<file path="src/rtl/deinterleaver.sv">
`default_nettype none
// ============================================================================
// Module   : deinterleaver
// Brief    : 802.11a receive deinterleaver, ping-pong banks, serial in/out.
// Revision : 1.0
// ============================================================================
module deinterleaver #(
    parameter int N_CBPS = 48,
    parameter int N_BPSC = 1
) (
    input  logic Clock,
    input  logic Reset,
    input  logic In_Valid,
    input  logic Input,
    output logic Out_Valid,
    output logic Output,
    output logic Out_Start
);

    localparam int c_S  = (N_BPSC / 2 > 1) ? N_BPSC / 2 : 1;
    localparam int c_AW = $clog2(N_CBPS);
    localparam logic [c_AW-1:0] c_LAST = c_AW'(N_CBPS - 1);

    localparam logic [0:0] c_IDLE = 1'b0;
    localparam logic [0:0] c_READ = 1'b1;

    function automatic int f_waddr(input int j);
        int i;
        i = c_S * (j / c_S) + (j + (16 * j) / N_CBPS) % c_S;
        return 16 * i - (N_CBPS - 1) * ((16 * i) / N_CBPS);
    endfunction

    logic [c_AW-1:0]   w_rom [N_CBPS];
    logic [N_CBPS-1:0] r_mem [2];
    logic [c_AW-1:0]   r_wcnt;
    logic              r_wbank;
    logic [c_AW-1:0]   r_raddr;
    logic              r_rbank;
    logic [0:0]        r_state;
    logic [0:0]        w_next_state;
    logic              w_rd_en;
    logic              w_handoff;
    logic              r_out_valid;
    logic              r_out_bit;
    logic              r_out_start;

    // Write-address permutation is fully resolved at elaboration.
    generate
        for (genvar g = 0; g < N_CBPS; g++) begin : g_rom
            localparam int c_K = f_waddr(g);
            assign w_rom[g] = c_AW'(c_K);
        end
    endgenerate

    assign w_handoff = In_Valid && (r_wcnt == c_LAST);

    always_ff @(posedge Clock or negedge Reset) begin
        if (!Reset) begin
            r_wcnt  <= '0;
            r_wbank <= 1'b0;
        end else if (In_Valid) begin
            if (w_handoff) begin
                r_wcnt  <= '0;
                r_wbank <= ~r_wbank;
            end else begin
                r_wcnt <= r_wcnt + 1'b1;
            end
        end
    end

    always_ff @(posedge Clock) begin
        if (In_Valid) begin
            r_mem[r_wbank][w_rom[r_wcnt]] <= Input;
        end
    end

    always_ff @(posedge Clock or negedge Reset) begin
        if (!Reset) begin
            r_state <= c_IDLE;
        end else begin
            r_state <= w_next_state;
        end
    end

    always_comb begin
        w_next_state = r_state;
        case (r_state)
            c_IDLE: if (w_handoff) w_next_state = c_READ;
            c_READ: if ((r_raddr == c_LAST) && !w_handoff) w_next_state = c_IDLE;
            default: w_next_state = c_IDLE;
        endcase
    end

    always_comb begin
        w_rd_en = (r_state == c_READ);
    end

    // A handoff always restarts the reader on the bank just completed.
    always_ff @(posedge Clock or negedge Reset) begin
        if (!Reset) begin
            r_raddr <= '0;
            r_rbank <= 1'b0;
        end else if (w_handoff) begin
            r_raddr <= '0;
            r_rbank <= r_wbank;
        end else if (w_rd_en) begin
            r_raddr <= (r_raddr == c_LAST) ? '0 : r_raddr + 1'b1;
        end
    end

    always_ff @(posedge Clock or negedge Reset) begin
        if (!Reset) begin
            r_out_valid <= 1'b0;
            r_out_bit   <= 1'b0;
            r_out_start <= 1'b0;
        end else begin
            r_out_valid <= w_rd_en;
            r_out_bit   <= w_rd_en ? r_mem[r_rbank][r_raddr] : 1'b0;
            r_out_start <= w_rd_en && (r_raddr == '0);
        end
    end

    assign Out_Valid = r_out_valid;
    assign Output    = r_out_bit;
    assign Out_Start = r_out_start;

endmodule
`default_nettype wire

</file>
<file path="config.mk">
export PLATFORM = sky130hd
export DESIGN_NAME = deinterleaver
export DESIGN_NICKNAME = d
export VERILOG_FILES = /design/src/rtl/deinterleaver.sv
export SDC_FILE = /design/constraint.sdc
export NUM_CORES = 1
export LEC_CHECK = 0
export ABC_AREA = 1
export ABC_CLOCK_PERIOD_IN_PS = 3100
export CAP_MARGIN = 10
export CORE_MARGIN = 2
export CORE_UTILIZATION = 36
export DETAILED_ROUTE_END_ITERATION = 12
export SYNTH_ARGS = -nofsm -noshare
export SYNTH_HDL_FRONTEND = slang
export SYNTH_SLANG_ARGS = --single-unit
</file>
<file path="constraint.sdc">
create_clock -name Clock -period 3.1 [get_ports Clock]
set_clock_uncertainty 0.2 [all_clocks]
set_input_delay 0.465 -clock Clock [delete_from_list [all_inputs] [get_ports Clock]]
set_output_delay 0.465 -clock Clock [all_outputs]
set_load 0.01 [all_outputs]
</file>
# --- After elaboration in Yosys (flattened, before gate mapping) ---
# Memories as Yosys holds them, arrays and structs flattened.
# Cells that the tools add are included.
totals:
  reg_bits: 18
  output_inout_bits: 3
  memories: 2
  mem_bits_rw: 96
  latch_bits: 0
  inputBits: 4
  romBits: 384
classes:
  muxes: 16
  n_reduce_logical: 8
  n_eq_ne: 2
  shifts: 0
  div: 0
  n_mul: 0
  magnitude_cmp: 4
  n_bitwise: 3
  add_sub_neg: 2
memory_table:
  columns: ["name", "words", "width", "read_ports", "rd_clocked_by_memory_dff", "write_ports", "line", "rtl"]
  rows:
  - ["(no name shown)", 64, 6, 1, 0, 0, "73", "r_mem[r_wbank][w_rom[r_wcnt]] <= Input;"]
  - ["r_mem", 2, 48, 1, 0, 1, "34", "logic [N_CBPS-1:0] r_mem [2];"]
ops:
  columns: ["op", "count"]
  rows:
  - ["2-to-1 mux 48 bit", 1]
  - ["2-to-1 mux 6 bit", 6]
  - ["less-than comparator 6 x 7 -> 1 bit, second input constant", 2]
  - ["adder 6 x 1 -> 6 bit, second input constant", 2]
  - ["equality test 6 bit, second input constant", 2]
  - ["greater-or-equal comparator 7 bit, second input constant", 1]
  - ["inverter 6 -> 7 bit", 1]
  - ["binary-select mux 1 bit (select 6 bit)", 1]
  - ["demux 1 bit (select 6 bit)", 1]
  - ["greater-or-equal comparator 6 x 1 -> 1 bit, second input constant", 1]
  - ["logical NOT 6 bit", 1]
  - ["2-to-1 mux 1 bit", 6]
  - ["logical AND 1 bit", 4]
  - ["inverter 1 bit", 2]
  - ["case mux 1 bit (2 select lines)", 1]
  - ["AND reduction 2 bit", 1]
  - ["nonzero test 2 bit", 1]
  - ["logical NOT 1 bit", 1]

# --- Logic depth before layout (Yosys ltp) ---
# Gate-level depths: netlist of run 1.
depth:
  depth_word: 9
  mapped_depth: 14
  ltp_nobuf: 13

# --- Worst setup path before layout of run 1 ---
# Ideal clock, no wire load.
synth_timing:
  path_kind: "flip-flop to flip-flop"
  startpoint: "reg r_wcnt[0]"
  endpoint: "mem r_mem[1][28] (enable)"
  setup_time_ps: 312
  stages_incl_launch_ff: 14
  path_slack_ps: 735
  path_buffers: 1
  arrival_time_ps: 1853
  cell_sequence: "dfrtp_1 inv_1 ha_1 inv_1 nand2_1 o21ai_0 nand2_1 nand3_1 nand2_1 o21a_2 inv_4 nand3_2 buf_2 nor3_1"
synth_between:
  elab_chain_len: 9
synth_lines:
  columns: ["element", "line", "rtl"]
  rows:
  - ["from (decl)", "35", "logic [c_AW-1:0] r_wcnt;"]
  - ["from (signal assigned)", "66", "r_wcnt <= r_wcnt + 1'b1;"]
  - ["inverter 6 -> 7 bit (implied by the code) *", "73", null]
  - ["memory (64 x 6 bit) *", null, null]
  - ["2-to-1 mux 6 bit (implied by the code) * (2 in series)", "73", null]
  - ["less-than comparator 6 x 7 -> 1 bit (implied by the code) / greater-or-equal comparator 6 x 1 -> 1 bit (equally long branches)", "73", null]
  - ["logical AND 1 bit (implied by the code)", "73", null]
  - ["2-to-1 mux 1 bit (implied by the code)", "73", null]
  - ["demux 1 bit (select 6 bit) *", "73", null]
  - ["2-to-1 mux 48 bit (implied by the code) *", "73", null]
  - ["to (decl)", "34", null]
# Mark *: on every way between the ends. The rest lies on a longest branch, timed or not. The select of a mux whose other input is x is not followed.

# --- Final worst setup path of run 1 ---
layout_timing:
  startpoint: "reg r_wcnt[1]"
  endpoint: "mem r_mem[1][14] (enable)"
# The elaborated chain is that of the path after synthesis.

==> results of run 1 <==
## path summary, 6_finish.rpt
kind / from / end / slack [ps] / cells past startpoint
min in group Clock: r_state / Out_Valid / 320 / 0
worst max-delay path: r_wcnt[1] / r_mem[1][14] / 340 / 10
worst max register to register: r_wcnt[1] / r_mem[1][14] / 340 / 10
max in group asynchronous: Reset / r_raddr[3] / 1880 / 1
worst min register to register: r_state / Out_Valid / 320 / 0
worst min-delay path: Reset / r_wcnt[2] / 310 / 1
## metal layers
layer  track usage [%]  wire (um)
met5                 0          0
met4              9.96        410
met3              2.93        722
met2              27.8       6730
met1              21.5       6120
## power by group through the flow
stage / clock (mW) / combinational (mW) / sequential, mW
floorplan: 0 / 1.98 / 1.93
global placement: 0 / 2.57 / 2.00
detailed placement: 0 / 2.61 / 2.01
CTS: 1.87 / 2.62 / 1.98
global route: 1.94 / 2.90 / 2.00
finish: 1.84 / 2.61 / 1.98
## layout by cell type, fill, tap and decap left out, types with 3 or more instances in the layout
cell type / instances
nor3_1: 67
o21ai_1: 3
clkbuf_1: 5
inv_1: 29
buf_4: 10
edfxtp_1: 96
clkinv_2: 4
o22ai_1: 3
a21oi_1: 13
nand3_2: 6
clkbuf_8: 4
nor2_1: 51
nor2_2: 7
clkdlybuf4s50_1: 5
ha_1: 8
xor2_1: 4
nand3_1: 91
o21ai_0: 12
nand2_1: 164
inv_2: 11
dfrtp_1: 18
clkbuf_16: 19
## metrics by stage
| step | setup WS [ps] | cell area, um2 | utilization, % |
|---|---|---|---|
| finish | 335 | 6640 | 41.9 |
| global route | 61.4 | 6640 | 41.9 |
| CTS | 345 | 6640 | 41.9 |
| detailed placement | 367 | 6070 | 38.3 |
| global placement | 414 | 6070 | 38.3 |
| floorplan | 735 | 5820 | - |
## worst max-delay path, cell delays in order, from the launching register on
cell	delay, ps
dfrtp_1	430
inv_1	140
ha_1	290
inv_1	60
nand2_1	80
nand2_1	70
o21ai_1	200
o21ai_2	90
nand2_4	140
nand3_2	350
nor3_1	370
## area by class of cell
| type | count | area (um2) |
|---|---|---|
| fill | 1562 | 9190 |
| multi-input combinational | 448 | 2150 |
| sequential | 114 | 3330 |
| tap | 216 | 270 |
| timing repair buffer | 17 | 150 |
| clock inverter | 4 | 20.0 |
| inverter | 42 | 160 |
| clock buffer | 28 | 549 |
## cells by family (layout without fill, tap and decap cells)
group | after synthesis | in the layout | synth area share (%)
fa+ha+maj | 8 | 8 | 1.72
compound gates | 40 | 40 | 3.94
buf+inv | 80 | 91 | 5.70
xor+xnor | 4 | 4 | 0.602
simple gates | 396 | 396 | 30.8
flops | 114 | 114 | 57.3
==> impl_metrics.prom, run 1 <==
# TYPE chip_impl_metric gauge
chip_impl_info{name="cts-root-buf",value="clkbuf_16"} 1
chip_impl_metric{name="synth.avg_cell_area",unit="um2"} 9.06
chip_impl_info{name="rsz0062_at_grt",value="false"} 1
chip_impl_metric{name="final_layout_size_suffix_gt1_share",unit="%"} 11.0
chip_impl_metric{name="yosys_warning_count",unit=""} 0
chip_impl_metric{name="synth_seq_area_share",unit="%"} 57.3
chip_impl_metric{name="synthesized_netlist_net_count",unit=""} 654
chip_impl_metric{name="track_usage",unit="%"} 17.1
chip_impl_metric{name="cap_violations",unit=""} 0
chip_impl_metric{name="area.growth.synth_to_final",unit="%"} 14.1
chip_impl_metric{name="power_frac_clock",unit="%"} 28.7
chip_impl_metric{name="timing.final.crit_share",unit="%"} 89.2
chip_impl_metric{name="clock.fmax",unit="MHz"} 362
chip_impl_metric{name="vias_in_the_first_global_route",unit=""} 4487
chip_impl_metric{name="design_power_total",unit="mW"} 6.43
chip_impl_metric{name="critPathMaxFanout",unit=""} 16
chip_impl_metric{name="pin_count_of_the_biggest_net_entering_global_routing",unit=""} 97
chip_impl_metric{name="detailroute.via_count",unit=""} 4527
chip_impl_metric{name="power.ir.vdd_worst",unit="mV"} 0.594
chip_impl_metric{name="totalNegativeSetupSlack",unit="ps"} 0
chip_impl_metric{name="power_density",unit="mW/mm2"} 969
chip_impl_info{name="critical_path.endpoint_type",value="flip-flop"} 1
chip_impl_metric{name="timing.critical_path.required",unit="ps"} 2980
chip_impl_metric{name="detail_route.wirelength",unit="mm"} 14.0
chip_impl_metric{name="antenna-diode-count",unit=""} 0
chip_impl_metric{name="clkTransAtPathRegs",unit="ps"} 60
chip_impl_info{name="ys_top_cells_by_count",value="nand2_1 (164), edfxtp_1 (96), nand3_1 (91)"} 1
chip_impl_metric{name="worst-endpoint-arrival",unit="ps"} 2650
chip_impl_info{name="worstHoldPathType",value="input pin to asynchronous set/reset pin"} 1
chip_impl_info{name="worst_setup_path_start_kind",value="flip-flop"} 1
chip_impl_metric{name="post-cts-setup-buffers",unit=""} 0
chip_impl_metric{name="placement.io_buffers",unit=""} 6
chip_impl_metric{name="initial_core_util",unit="%"} 36.8
chip_impl_metric{name="finalSetupViolCount",unit=""} 0
chip_impl_metric{name="floorplan.core_area",unit="mm2"} 0.0158
chip_impl_metric{name="global_route_wire_length_before_repair",unit="mm"} 22.9
chip_impl_metric{name="grt_overflow_total",unit=""} 0
chip_impl_metric{name="cts_buffer_depth",unit=""} 2
chip_impl_metric{name="dieHeight",unit="um"} 131
chip_impl_metric{name="die_w",unit="um"} 131
chip_impl_metric{name="stdcell_count",unit=""} 869
chip_impl_info{name="post-synth-top-count-cell",value="nand2_1"} 1
chip_impl_metric{name="combinationalPowerShare",unit="%"} 40.5
chip_impl_metric{name="number_of_synthesized_flops_with_an_enable_pin",unit=""} 96
chip_impl_metric{name="htree_levels",unit=""} 4
chip_impl_metric{name="clkLatencyLatePin",unit="ps"} 420
chip_impl_metric{name="ant_nets",unit=""} 0
chip_impl_metric{name="synthDistinctLibCells",unit=""} 37
chip_impl_info{name="worstSetupPathType",value="flip-flop to flip-flop"} 1
chip_impl_metric{name="power_frac_seq",unit="%"} 30.8
chip_impl_metric{name="power.share.switching",unit="%"} 42.5
chip_impl_metric{name="ctsResizeCount",unit=""} 0
chip_impl_info{name="synthTopCellsByArea",value="edfxtp_1 (50%), nand2_1 (11%), nand3_1 (7.8%)"} 1
chip_impl_metric{name="cts-buffers-inserted",unit=""} 17
chip_impl_metric{name="ios",unit=""} 7
chip_impl_metric{name="post_cts_hold_buffer_count",unit=""} 0
chip_impl_metric{name="rows",unit=""} 46
chip_impl_metric{name="nets",unit=""} 652
chip_impl_metric{name="numPlacedInstances",unit=""} 837
chip_impl_info{name="status",value="completed"} 1
chip_impl_metric{name="synth-seq-cells",unit=""} 114
chip_impl_metric{name="finalCriticalPeriod",unit="ps"} 2760
chip_impl_metric{name="timing_hold_violations_final",unit=""} 0
chip_impl_metric{name="max-slew-margin-rel",unit="%"} 46.1
chip_impl_info{name="synthFlopType",value="edfxtp_1"} 1
chip_impl_metric{name="number_of_antenna_violations_at_the_first_check_in_global_routing",unit=""} 0
chip_impl_metric{name="die_area",unit="mm2"} 0.0172
chip_impl_metric{name="synthArstFlopShare",unit="%"} 15.8
chip_impl_metric{name="final_max_slew_viol_count",unit=""} 0
chip_impl_metric{name="switchingPower",unit="mW"} 2.73
chip_impl_metric{name="netlist_area",unit="mm2"} 0.00582
chip_impl_metric{name="intPower",unit="mW"} 3.70
chip_impl_metric{name="drtPass1Iterations",unit=""} 5
chip_impl_metric{name="syn-instance-count",unit=""} 642
chip_impl_metric{name="wl_per_cell",unit="um"} 16.1
chip_impl_metric{name="routed_via_count_divided_by_cell_count",unit=""} 5.21
chip_impl_metric{name="detailedPlacementHpwl",unit="mm"} 8.53
chip_impl_metric{name="drc",unit=""} 0
chip_impl_metric{name="cts.sink_count",unit=""} 114
chip_impl_metric{name="finalHoldWorstSlack",unit="ps"} 312
chip_impl_metric{name="largest_register_ffs",unit=""} 96
chip_impl_metric{name="leakagePower",unit="nW"} 2.50
chip_impl_info{name="clock_tree_from_tritoncts",value="built"} 1
chip_impl_metric{name="place_congestion",unit=""} 0.853
chip_impl_metric{name="worst_slew_pin_slew",unit="ps"} 807
chip_impl_info{name="post_synth_top_area_cell",value="edfxtp_1"} 1
chip_impl_metric{name="synth_top_area_share",unit="%"} 49.5
chip_impl_metric{name="drt_first_iter_violations",unit=""} 518
No activity file was read; power rests on OpenSTA's default activity.
==> run 2: changes to the inputs <==
SETUP_SLACK_MARGIN = 0.1   (was not set)
SKIP_CTS_REPAIR_TIMING = 1   (was not set)
==> impl_metrics.prom, run 2 (synthesis gave the netlist of run 1 again) <==
# TYPE chip_impl_metric gauge
chip_impl_info{name="status",value="completed"} 1
chip_impl_info{name="critical-path-top-delay-family",value="simple AND/OR/NAND/NOR gates"} 1
chip_impl_info{name="cell_by_cell_trace_of_the_critical_path",value="inv_1, ha_1, inv_1, nand2_1, o21ai_0, nand2_1, nand3_1, nand2_1, o21a_2, nand3_2, nor3_1"} 1
chip_impl_metric{name="vias_in_the_first_global_route",unit=""} 4487
chip_impl_info{name="cp_slowest_cell",value="dfrtp_1"} 1
chip_impl_metric{name="fillers",unit=""} 1557
chip_impl_metric{name="grt_overflow_total",unit=""} 0
chip_impl_metric{name="place_congestion",unit=""} 0.853
chip_impl_metric{name="antenna-diode-count",unit=""} 0
chip_impl_metric{name="cts.sink_count",unit=""} 114
chip_impl_metric{name="global_route_wire_length_before_repair",unit="mm"} 22.9
chip_impl_info{name="worstSetupPathType",value="flip-flop to flip-flop"} 1
chip_impl_metric{name="worst-endpoint-arrival",unit="ps"} 2680
chip_impl_metric{name="finalCriticalPeriod",unit="ps"} 2790
chip_impl_metric{name="ant_nets",unit=""} 0
chip_impl_info{name="critical_path.endpoint_type",value="flip-flop"} 1
chip_impl_metric{name="clkLatencyLatePin",unit="ps"} 420
chip_impl_metric{name="final_max_slew_viol_count",unit=""} 0
chip_impl_metric{name="clkTransAtPathRegs",unit="ps"} 50
chip_impl_metric{name="final_layout_size_suffix_gt1_share",unit="%"} 11.2
chip_impl_metric{name="htree_levels",unit=""} 4
chip_impl_metric{name="nets",unit=""} 652
chip_impl_metric{name="max-slew-margin-rel",unit="%"} 46.0
chip_impl_metric{name="detail_route.wirelength",unit="mm"} 14.0
chip_impl_metric{name="finalSetupViolCount",unit=""} 0
chip_impl_info{name="worst_setup_path_start_kind",value="flip-flop"} 1
chip_impl_metric{name="cap_violations",unit=""} 0
chip_impl_info{name="worst_setup_startpoint",value="r_wcnt[1]"} 1
chip_impl_metric{name="timing.critical_path.required",unit="ps"} 3000
chip_impl_metric{name="rows",unit=""} 46
chip_impl_metric{name="routed_via_count_divided_by_cell_count",unit=""} 5.23
chip_impl_metric{name="pin_count_of_the_biggest_net_entering_global_routing",unit=""} 97
chip_impl_metric{name="leakagePower",unit="nW"} 2.50
chip_impl_info{name="most_frequent_standard_cell_in_the_layout_excluding_fill_and_tap_cells",value="nand2_1"} 1
chip_impl_metric{name="die_w",unit="um"} 131
chip_impl_metric{name="clock.fmax",unit="MHz"} 359
chip_impl_info{name="layout_common_cells",value="nand2_1 (164), edfxtp_1 (96), nand3_1 (91)"} 1
chip_impl_info{name="worstHoldPathType",value="input pin to asynchronous set/reset pin"} 1
chip_impl_metric{name="initial_core_util",unit="%"} 36.8
chip_impl_metric{name="detailedPlacementHpwl",unit="mm"} 8.53
chip_impl_metric{name="cts_buffer_depth",unit=""} 2
chip_impl_info{name="critical-path-top-cell-by-count",value="nand2_1"} 1
chip_impl_info{name="cts-root-buf",value="clkbuf_16"} 1
chip_impl_metric{name="layout.core_utilization",unit="%"} 42.1
chip_impl_metric{name="drc",unit=""} 0
chip_impl_metric{name="power.ir.vdd_worst",unit="mV"} 0.618
chip_impl_metric{name="die_area",unit="mm2"} 0.0172
chip_impl_metric{name="track_usage",unit="%"} 17.1
chip_impl_metric{name="dieHeight",unit="um"} 131
chip_impl_metric{name="ios",unit=""} 7
chip_impl_metric{name="cts-buffers-inserted",unit=""} 17
chip_impl_metric{name="drtPass1Iterations",unit=""} 5
chip_impl_metric{name="worst_slew_pin_slew",unit="ps"} 807
chip_impl_info{name="clock_tree_from_tritoncts",value="built"} 1
chip_impl_metric{name="power_density",unit="mW/mm2"} 973
chip_impl_info{name="worst_r2r_startpoint",value="r_wcnt[1]"} 1
chip_impl_metric{name="timing.final.crit_share",unit="%"} 89.9
chip_impl_metric{name="cp.buffers_inverters",unit=""} 2
chip_impl_metric{name="max_stage_delay",unit="ps"} 430
chip_impl_metric{name="largest_register_ffs",unit=""} 96
chip_impl_metric{name="wl_per_cell",unit="um"} 16.2
chip_impl_metric{name="critPathMaxFanout",unit=""} 16
chip_impl_metric{name="placement.io_buffers",unit=""} 6
chip_impl_metric{name="number_of_antenna_violations_at_the_first_check_in_global_routing",unit=""} 0
chip_impl_metric{name="floorplan.core_area",unit="mm2"} 0.0158
chip_impl_metric{name="detailroute.via_count",unit=""} 4546
chip_impl_info{name="rsz0062_at_grt",value="false"} 1
chip_impl_metric{name="timing_hold_violations_final",unit=""} 0
chip_impl_metric{name="drt_first_iter_violations",unit=""} 526
chip_impl_metric{name="area.growth.synth_to_final",unit="%"} 14.4
chip_impl_metric{name="totalNegativeSetupSlack",unit="ps"} 0
[run 2: final timing paths]
kind                                to  cells past startpoint  slack (ps)
max                        r_mem[0][7]                     11         310
min                          r_wcnt[2]                      1         310
max reg2reg                r_mem[0][7]                     11         310
min reg2reg                  Out_Valid                      0         310
max in group asynchronous   r_raddr[3]                      1        1880
min in group Clock           Out_Valid                      0         310
[run 2: stage by stage]
stage / worst slack (ps) / cells / cell area [um2] / hold slack (ps) / total power [mW]
2_1_floorplan: 735 / 642 / 5820 / -30.6 / 3.91
4_1_cts: 345 / 869 / 6640 / 304 / 6.46
3_3_place_gp: 414 / 837 / 6070 / 291 / 4.58
3_5_place_dp: 367 / 837 / 6070 / 291 / 4.62
5_1_grt: 104 / 869 / 6660 / 341 / 6.89
6_report: 314 / 869 / 6660 / 311 / 6.48
[run 2: layer usage]
metal | share of wire, % | routed length, um | GRT usage, % | vias up
li1 | - | - | - | 2197
met1 | 44 | 6120 | 21.5 | 2174
met2 | 48 | 6710 | 27.8 | 142
met3 | 5.4 | 756 | 2.93 | 33
met4 | 3.2 | 444 | 9.96 | 0
met5 | 0 | 0 | 0 | -
[run 2: cell type report]
cell class                 instances  area, um2  share of cell area [%]
sequential                       114       3330                    50.1
multi-input combinational        448       2170                    32.7
clock inverter                     4       20.0                   0.301
inverter                          42        160                    2.41
timing repair buffer              17        150                    2.26
clock buffer                      28        549                    8.25
tap                              216        270                    4.06
[run 2: power breakdown]
group	switching (mW)	total (mW)	internal (mW)
combinational	1.95	2.65	0.701
clock	0.650	1.84	1.20
sequential	0.170	1.98	1.81
total	2.77	6.48	3.71
